<file path="src/rtl/oam_dma_ctrl_if.sv">
// CPU-side and shared-bus signals of the OAM DMA controller.
// The master side is the CPU/bus environment, and the slave side is the controller.
interface oam_dma_ctrl_if #(
    parameter int ADDR_N = 16,
    parameter int DATA_N = 8
);
    logic [ADDR_N-1:0] cpu_addr;
    logic [DATA_N-1:0] cpu_wdata;
    logic              cpu_we;
    logic              rdy;
    logic              busy;
    logic [ADDR_N-1:0] bus_addr;
    logic [DATA_N-1:0] bus_wdata;
    logic              bus_we;
    logic [DATA_N-1:0] bus_rdata;

    modport master (
        output cpu_addr, cpu_wdata, cpu_we, bus_rdata,
        input  rdy, busy, bus_addr, bus_wdata, bus_we
    );

    modport slave (
        input  cpu_addr, cpu_wdata, cpu_we, bus_rdata,
        output rdy, busy, bus_addr, bus_wdata, bus_we
    );
endinterface

</file>
<file path="src/rtl/oam_dma_ctrl.sv">
// OAM DMA controller: a CPU write to DMA_REG halts the CPU and copies the
// 256-byte page {page,00..FF} to OAM_PORT as alternating read/write bus cycles.
// Reads always land on get (parity 0) cycles, so an ALIGN cycle is inserted
// when the halt would otherwise release onto a put cycle.
module oam_dma_ctrl #(
    parameter int                ADDR_N   = 16,
    parameter int                DATA_N   = 8,
    parameter logic [ADDR_N-1:0] DMA_REG  = 16'h4014,
    parameter logic [ADDR_N-1:0] OAM_PORT = 16'h2004
) (
    input logic           clk,
    input logic           n_reset,
    oam_dma_ctrl_if.slave io
);

    typedef enum logic [2:0] {
        IDLE  = 3'd0,
        HALT  = 3'd1,
        ALIGN = 3'd2,
        READ  = 3'd3,
        WRITE = 3'd4
    } state_t;

    state_t            state_reg, state_next;
    logic              parity_reg;
    logic [DATA_N-1:0] page_reg, page_next;
    logic [7:0]        idx_reg, idx_next;
    logic [DATA_N-1:0] data_buf_reg, data_buf_next;

    logic [ADDR_N-1:0] dma_addr;
    logic [ADDR_N-1:0] bus_addr_c;
    logic [DATA_N-1:0] bus_wdata_c;
    logic              bus_we_c;
    logic              rdy_c;
    logic              busy_c;

    // Source address of the current DMA byte; idx never carries into page.
    assign dma_addr = ADDR_N'({page_reg, idx_reg});

    // State, parity and datapath registers.
    always_ff @(posedge clk) begin
        if (!n_reset) begin
            state_reg    <= IDLE;
            parity_reg   <= 1'b0;
            page_reg     <= '0;
            idx_reg      <= '0;
            data_buf_reg <= '0;
        end else begin
            state_reg    <= state_next;
            parity_reg   <= ~parity_reg;
            page_reg     <= page_next;
            idx_reg      <= idx_next;
            data_buf_reg <= data_buf_next;
        end
    end

    // Next-state logic and bus multiplexing between the CPU and the DMA engine.
    always_comb begin
        state_next    = state_reg;
        page_next     = page_reg;
        idx_next      = idx_reg;
        data_buf_next = data_buf_reg;
        rdy_c         = 1'b0;
        busy_c        = 1'b1;
        bus_addr_c    = dma_addr;
        bus_wdata_c   = io.cpu_wdata;
        bus_we_c      = 1'b0;

        case (state_reg)
            IDLE: begin
                rdy_c      = 1'b1;
                busy_c     = 1'b0;
                bus_addr_c = io.cpu_addr;
                bus_we_c   = io.cpu_we;
                if (io.cpu_we && io.cpu_addr == DMA_REG) begin
                    page_next  = io.cpu_wdata;
                    idx_next   = 8'h00;
                    state_next = HALT;
                end
            end
            HALT: begin
                // A CPU write cannot be stalled, so it goes out on the bus and
                // the halt is extended; DMA_REG writes here leave page alone.
                bus_addr_c = io.cpu_addr;
                bus_we_c   = io.cpu_we;
                if (!io.cpu_we) begin
                    // Next cycle is a get cycle when the current parity is 1.
                    state_next = parity_reg ? READ : ALIGN;
                end
            end
            ALIGN: begin
                // Dummy read to burn the put cycle.
                state_next = READ;
            end
            READ: begin
                data_buf_next = io.bus_rdata;
                state_next    = WRITE;
            end
            WRITE: begin
                bus_addr_c  = OAM_PORT;
                bus_wdata_c = data_buf_reg;
                bus_we_c    = 1'b1;
                idx_next    = idx_reg + 8'd1;
                state_next  = (idx_reg == 8'hFF) ? IDLE : READ;
            end
            default: begin
                state_next = IDLE;
            end
        endcase
    end

    assign io.rdy       = rdy_c;
    assign io.busy      = busy_c;
    assign io.bus_addr  = bus_addr_c;
    assign io.bus_wdata = bus_wdata_c;
    assign io.bus_we    = bus_we_c;

endmodule

</file>
<file path="src/flat_wrapper.sv">
// flat-port wrapper written by rule: the top's interface ports become plain ports
module oam_dma_ctrl_flat 
#(
    parameter int                ADDR_N   = 16,
    parameter int                DATA_N   = 8,
    parameter logic [ADDR_N-1:0] DMA_REG  = 16'h4014,
    parameter logic [ADDR_N-1:0] OAM_PORT = 16'h2004
)
  (clk, n_reset, io_cpu_addr, io_cpu_wdata, io_cpu_we, io_bus_rdata, io_rdy, io_busy, io_bus_addr, io_bus_wdata, io_bus_we);
  oam_dma_ctrl_if #(.ADDR_N(ADDR_N), .DATA_N(DATA_N)) io_i ();
  input logic clk;
  input logic n_reset;
  input wire logic [$bits(io_i.cpu_addr)-1:0] io_cpu_addr;
  input wire logic [$bits(io_i.cpu_wdata)-1:0] io_cpu_wdata;
  input wire logic [$bits(io_i.cpu_we)-1:0] io_cpu_we;
  input wire logic [$bits(io_i.bus_rdata)-1:0] io_bus_rdata;
  output wire logic [$bits(io_i.rdy)-1:0] io_rdy;
  output wire logic [$bits(io_i.busy)-1:0] io_busy;
  output wire logic [$bits(io_i.bus_addr)-1:0] io_bus_addr;
  output wire logic [$bits(io_i.bus_wdata)-1:0] io_bus_wdata;
  output wire logic [$bits(io_i.bus_we)-1:0] io_bus_we;
  assign io_i.cpu_addr = io_cpu_addr;
  assign io_i.cpu_wdata = io_cpu_wdata;
  assign io_i.cpu_we = io_cpu_we;
  assign io_i.bus_rdata = io_bus_rdata;
  assign io_rdy = io_i.rdy;
  assign io_busy = io_i.busy;
  assign io_bus_addr = io_i.bus_addr;
  assign io_bus_wdata = io_i.bus_wdata;
  assign io_bus_we = io_i.bus_we;
  oam_dma_ctrl #(.ADDR_N(ADDR_N), .DATA_N(DATA_N), .DMA_REG(DMA_REG), .OAM_PORT(OAM_PORT)) u_core (.clk(clk), .n_reset(n_reset), .io(io_i));
endmodule
</file>
<file path="config.mk">
export PLATFORM = sky130hd
export DESIGN_NAME = oam_dma_ctrl_flat
export DESIGN_NICKNAME = d
export VERILOG_FILES = /design/src/rtl/oam_dma_ctrl_if.sv /design/src/rtl/oam_dma_ctrl.sv /design/src/flat_wrapper.sv
export SDC_FILE = /design/constraint.sdc
export NUM_CORES = 1
export LEC_CHECK = 0
export CAP_MARGIN = 20
export CORE_MARGIN = 2
export CORE_UTILIZATION = 43
export DETAILED_ROUTE_END_ITERATION = 8
export GPL_ROUTABILITY_DRIVEN = 1
export GPL_TIMING_DRIVEN = 0
export PLACE_DENSITY = 0.81
export REMOVE_ABC_BUFFERS = 1
export SLEW_MARGIN = 20
export SYNTH_ARGS = -nofsm -noshare
export SYNTH_HDL_FRONTEND = slang
export SYNTH_SLANG_ARGS = --single-unit
</file>
<file path="constraint.sdc">
create_clock -name clk -period 1.85 [get_ports clk]
set_input_delay 0.185 -clock clk [delete_from_list [all_inputs] [get_ports clk]]
set_output_delay 0.185 -clock clk [all_outputs]
set_load 0.02 [all_outputs]
</file>
==> results of run 1 <==
synth_stat cells:
master	number
a211oi_1	1
a21o_2	1
a21oi_1	1
a22o_1	13
a311oi_1	1
and2_2	1
and3_1	1
and4bb_2	1
buf_2	2
buf_6	1
buf_8	1
clkbuf_1	9
clkinv_1	1
dfxtp_1	28
ha_1	1
inv_1	1
inv_2	1
mux2i_1	17
nand2_1	46
nand2b_1	1
nand3_1	7
nand3b_1	1
nand4_1	2
nand4b_2	1
nor2_1	17
nor2b_1	1
nor3_1	3
nor3_2	4
nor3_4	1
nor3b_1	2
nor4_4	1
nor4b_1	1
nor4b_2	1
o211ai_1	1
o21a_1	2
o21ai_0	4
o22a_1	1
o31ai_1	1
o32a_1	1
o32a_2	1
or3_1	1
or3b_1	2
xnor2_1	4
xor2_1	1
cell usage in the layout (no fill, tap or decap), types with 3 or more instances in the layout:
cell and instances:
buf_4 7, nand3_1 7, dfxtp_1 25, nor2_1 16, nor3_2 3, nand2_1 46
clkdlybuf4s50_1 34, mux2i_1 17, xnor2_1 4, dlygate4sd2_1 21, clkbuf_8 4, dfxtp_4 3
clkdlybuf4s15_1 5, nor3_1 3, o21ai_0 4, a22o_1 13
worst register-to-register path, stage by stage, from the launching register on:
cell and delay [ns]:
dfxtp_4 0.45, or3b_4 0.45, buf_4 0.19, nor3_2 0.19, xnor2_1 0.16, nor3_2 0.05
cell type report:
class                   instances  area (sq um)
fillers                       321          1240
flip-flops and latches         28           572
multi-input cells             147          1000
well taps                      48          60.1
inverters                       3          12.5
repair buffers                 70           671
clock buffers                   4          55.1
kinds of logic after synthesis:
group	after synthesis
flip-flops	28
buffers and inverters	16
AND/OR/NAND/NOR	95
AO/OA/AOI/OAI	28
XOR/XNOR	5
adder cells (fa/ha/maj)	1
multiplexers	17
metrics by stage:
step | instance area (sq um) | TNS, ns
after floorplan | 1520 | -0.416
after global placement | 2190 | -25.54
after detailed placement | 2210 | -19.69
after CTS | 2320 | 0
after global routing | 2370 | -0.0674
final | 2370 | 0
power by group:
| part | internal [W] | switching [W] |
|---|---|---|
| Combinational | 0.000117 | 0.000101 |
| Sequential | 0.000599 | 0.000000826 |
| Clock | 0.000190 | 0.000188 |
how the worst max path moves through the flow:
stage	start	endpoint	slack, ns	depth (start not counted)
after floorplan	u_core.state_reg[2]$_SDFFE_PN0P_	u_core.idx_reg[0]$_SDFFE_PN0P_	-0.05	4
after global placement	u_core.state_reg[2]$_SDFFE_PN0P_	io_bus_wdata[4]	-0.98	4
after detailed placement	n_reset	u_core.idx_reg[0]$_SDFFE_PN0P_	-0.68	4
after CTS	u_core.state_reg[2]$_SDFFE_PN0P_	io_bus_wdata[6]	0.001	4
after global routing	u_core.state_reg[2]$_SDFFE_PN0P_	io_bus_wdata[6]	-0.02	5
final	u_core.state_reg[2]$_SDFFE_PN0P_	io_bus_addr[0]	0.05	4
repair_timing:
action / 4_1_cts / 5_1_grt
pin swaps: 2 / 0
endpoints found under the hold margin: 0 / 0
cloned: 0 / 1
endpoints found under the setup margin: 53 / 11
gates resized for setup: 42 / 6
hold buffers: 0 / 0
setup buffers: 5 / 3
layer usage:
layer,routed length [um],GRT usage [%]
met5,0,0
met1,1930,26.6
met3,298,5.73
met2,2190,37.1
met4,12,3.99
==> out/qor.yml, run 1 <==
status: "finished, final reports clean"
ant_nets: 0
pin_count: 62
timing.rr.end: "u_core.idx_reg[7]$_SDFFE_PN0P_"
start_kind: "flop"
synthDistinctLibCells: 44
synthXorXnorAreaFrac_pct: 2.75
ys_seq_elements: 28
grt_pass1_wl_um: 7110
root_buffer: "clkbuf_8"
clk_pin_slew_ns: 0.09
required_ns: 1.66
coreArea_sq_um: 3610
hold_viol: 0
holdWs_ns: 0.423
clock_skew_ns: 0.00315
max-slew-margin-rel_pct: 47.4
reg2reg_depth: 5
cts_num_sinks: 28
report.final.slew_viol_count: 0
wl_um: 4430
arrival_ns: 1.62
dp.cells: 287
final_nets: 289
finalNonFillerCells: 300
antenna_found_initial: 0
synth_top_family_by_area: "simple AND/OR/NAND/NOR gates"
ys_seq_area_share_pct: 35.2
finalWorstSetupSlack_ns: 0.0489
pwr_density_cell_nw_per_um2: 505
post_synth.cell_area_avg_sq_um: 8.38
synthAdderAreaFrac_pct: 0.786
ys_warn_count: 0
grt_pass1_vias: 1507
cp_slowest_stage_delay_ns: 0.41
min_from: "u_core.parity_reg$_SDFF_PN0_"
r2r_slack_ns: 0.24
holdPathStages: 1
clockBufferDepth: 2
io_buffer_count: 61
path_cells: "buf_4 > a21o_4 > a22o_1 > dlygate4sd2_1"
drive_gt1_share_pct: 13.9
crit_type: "reg2out"
initial_utilization_pct: 44.2
routed_via_density: 5.30
pre_cts_slack_ns: -0.682
r2r_start: "u_core.state_reg[2]$_SDFFE_PN0P_"
grt_max_degree: 23
dieArea_sq_um: 4210
vias: 1590
tritoncts: "built"
crit_family: "buffers and inverters"
syn_area_sq_um: 1590
utilization_pct: 65.7
drt_iter0_drc: 108
area_growth_pct: 48.8
die_w_um: 64.9
leakage_nw: 0.996
slowest_stage: "dfxtp_4"
synth_simple_gate_area_share_pct: 31.4
track_usage_pct: 21.4
dr.pass1.iters: 4
post-synth-top-area-cell: "dfxtp_1"
rows: 22
min_period_ns: 1.80
post-route-period-util_pct: 97.4
cp_max_fo: 13
overflow: 0
clk_latency_ns: 0.27
yosysTopAreaCellShare_pct: 35.2
setup_viol: 0
synthMuxAreaShare_pct: 10.7
detailed_place_hpwl_um: 3060
routabilityCongestion: 0.795
drc: 0
max_slew.worst_pin.slew_ns: 0.789
critPathCaptureType: "output pin"
fin_total_pwr_w: 0.00120
vdd_drop_max_mv: 0.456
hold_class: "reg2reg"
num_antenna_cells: 0
cap_violations: 0
hold_end: "u_core.parity_reg$_SDFF_PN0_"
fmax_mhz: 555
synth_area_leaders: "dfxtp_1 (35%), nand2_1 (11%), mux2i_1 (11%)"
cts_buffers: 3
worst-path-buf-inv: 2
htree_levels: 1
synth_compound_area_share_pct: 14.1
die_h_um: 64.9
rsz0062_at_grt: "yes"
wl_per_cell_um: 14.8
synthCells: 190
No activity file was read; power rests on OpenSTA's default activity.
==> run 2, diff against run 1 <==
--- a/config.mk
+++ b/config.mk
@@ -5,6 +5,7 @@
 export SDC_FILE = /design/constraint.sdc
 export NUM_CORES = 1
 export LEC_CHECK = 0
+export ABC_CLOCK_PERIOD_IN_PS = 1850
 export CAP_MARGIN = 20
 export CORE_MARGIN = 2
 export CORE_UTILIZATION = 43
==> results of run 2 <==
Final layout, timing and power as in run 1 (identical DEF).
==> run 3, diff against run 2 <==
--- a/config.mk
+++ b/config.mk
@@ -5,7 +5,6 @@
 export SDC_FILE = /design/constraint.sdc
 export NUM_CORES = 1
 export LEC_CHECK = 0
-export ABC_CLOCK_PERIOD_IN_PS = 1850
 export CAP_MARGIN = 20
 export CORE_MARGIN = 2
 export CORE_UTILIZATION = 43
==> results of run 3 <==
Final layout, timing and power as in run 1 (identical DEF).
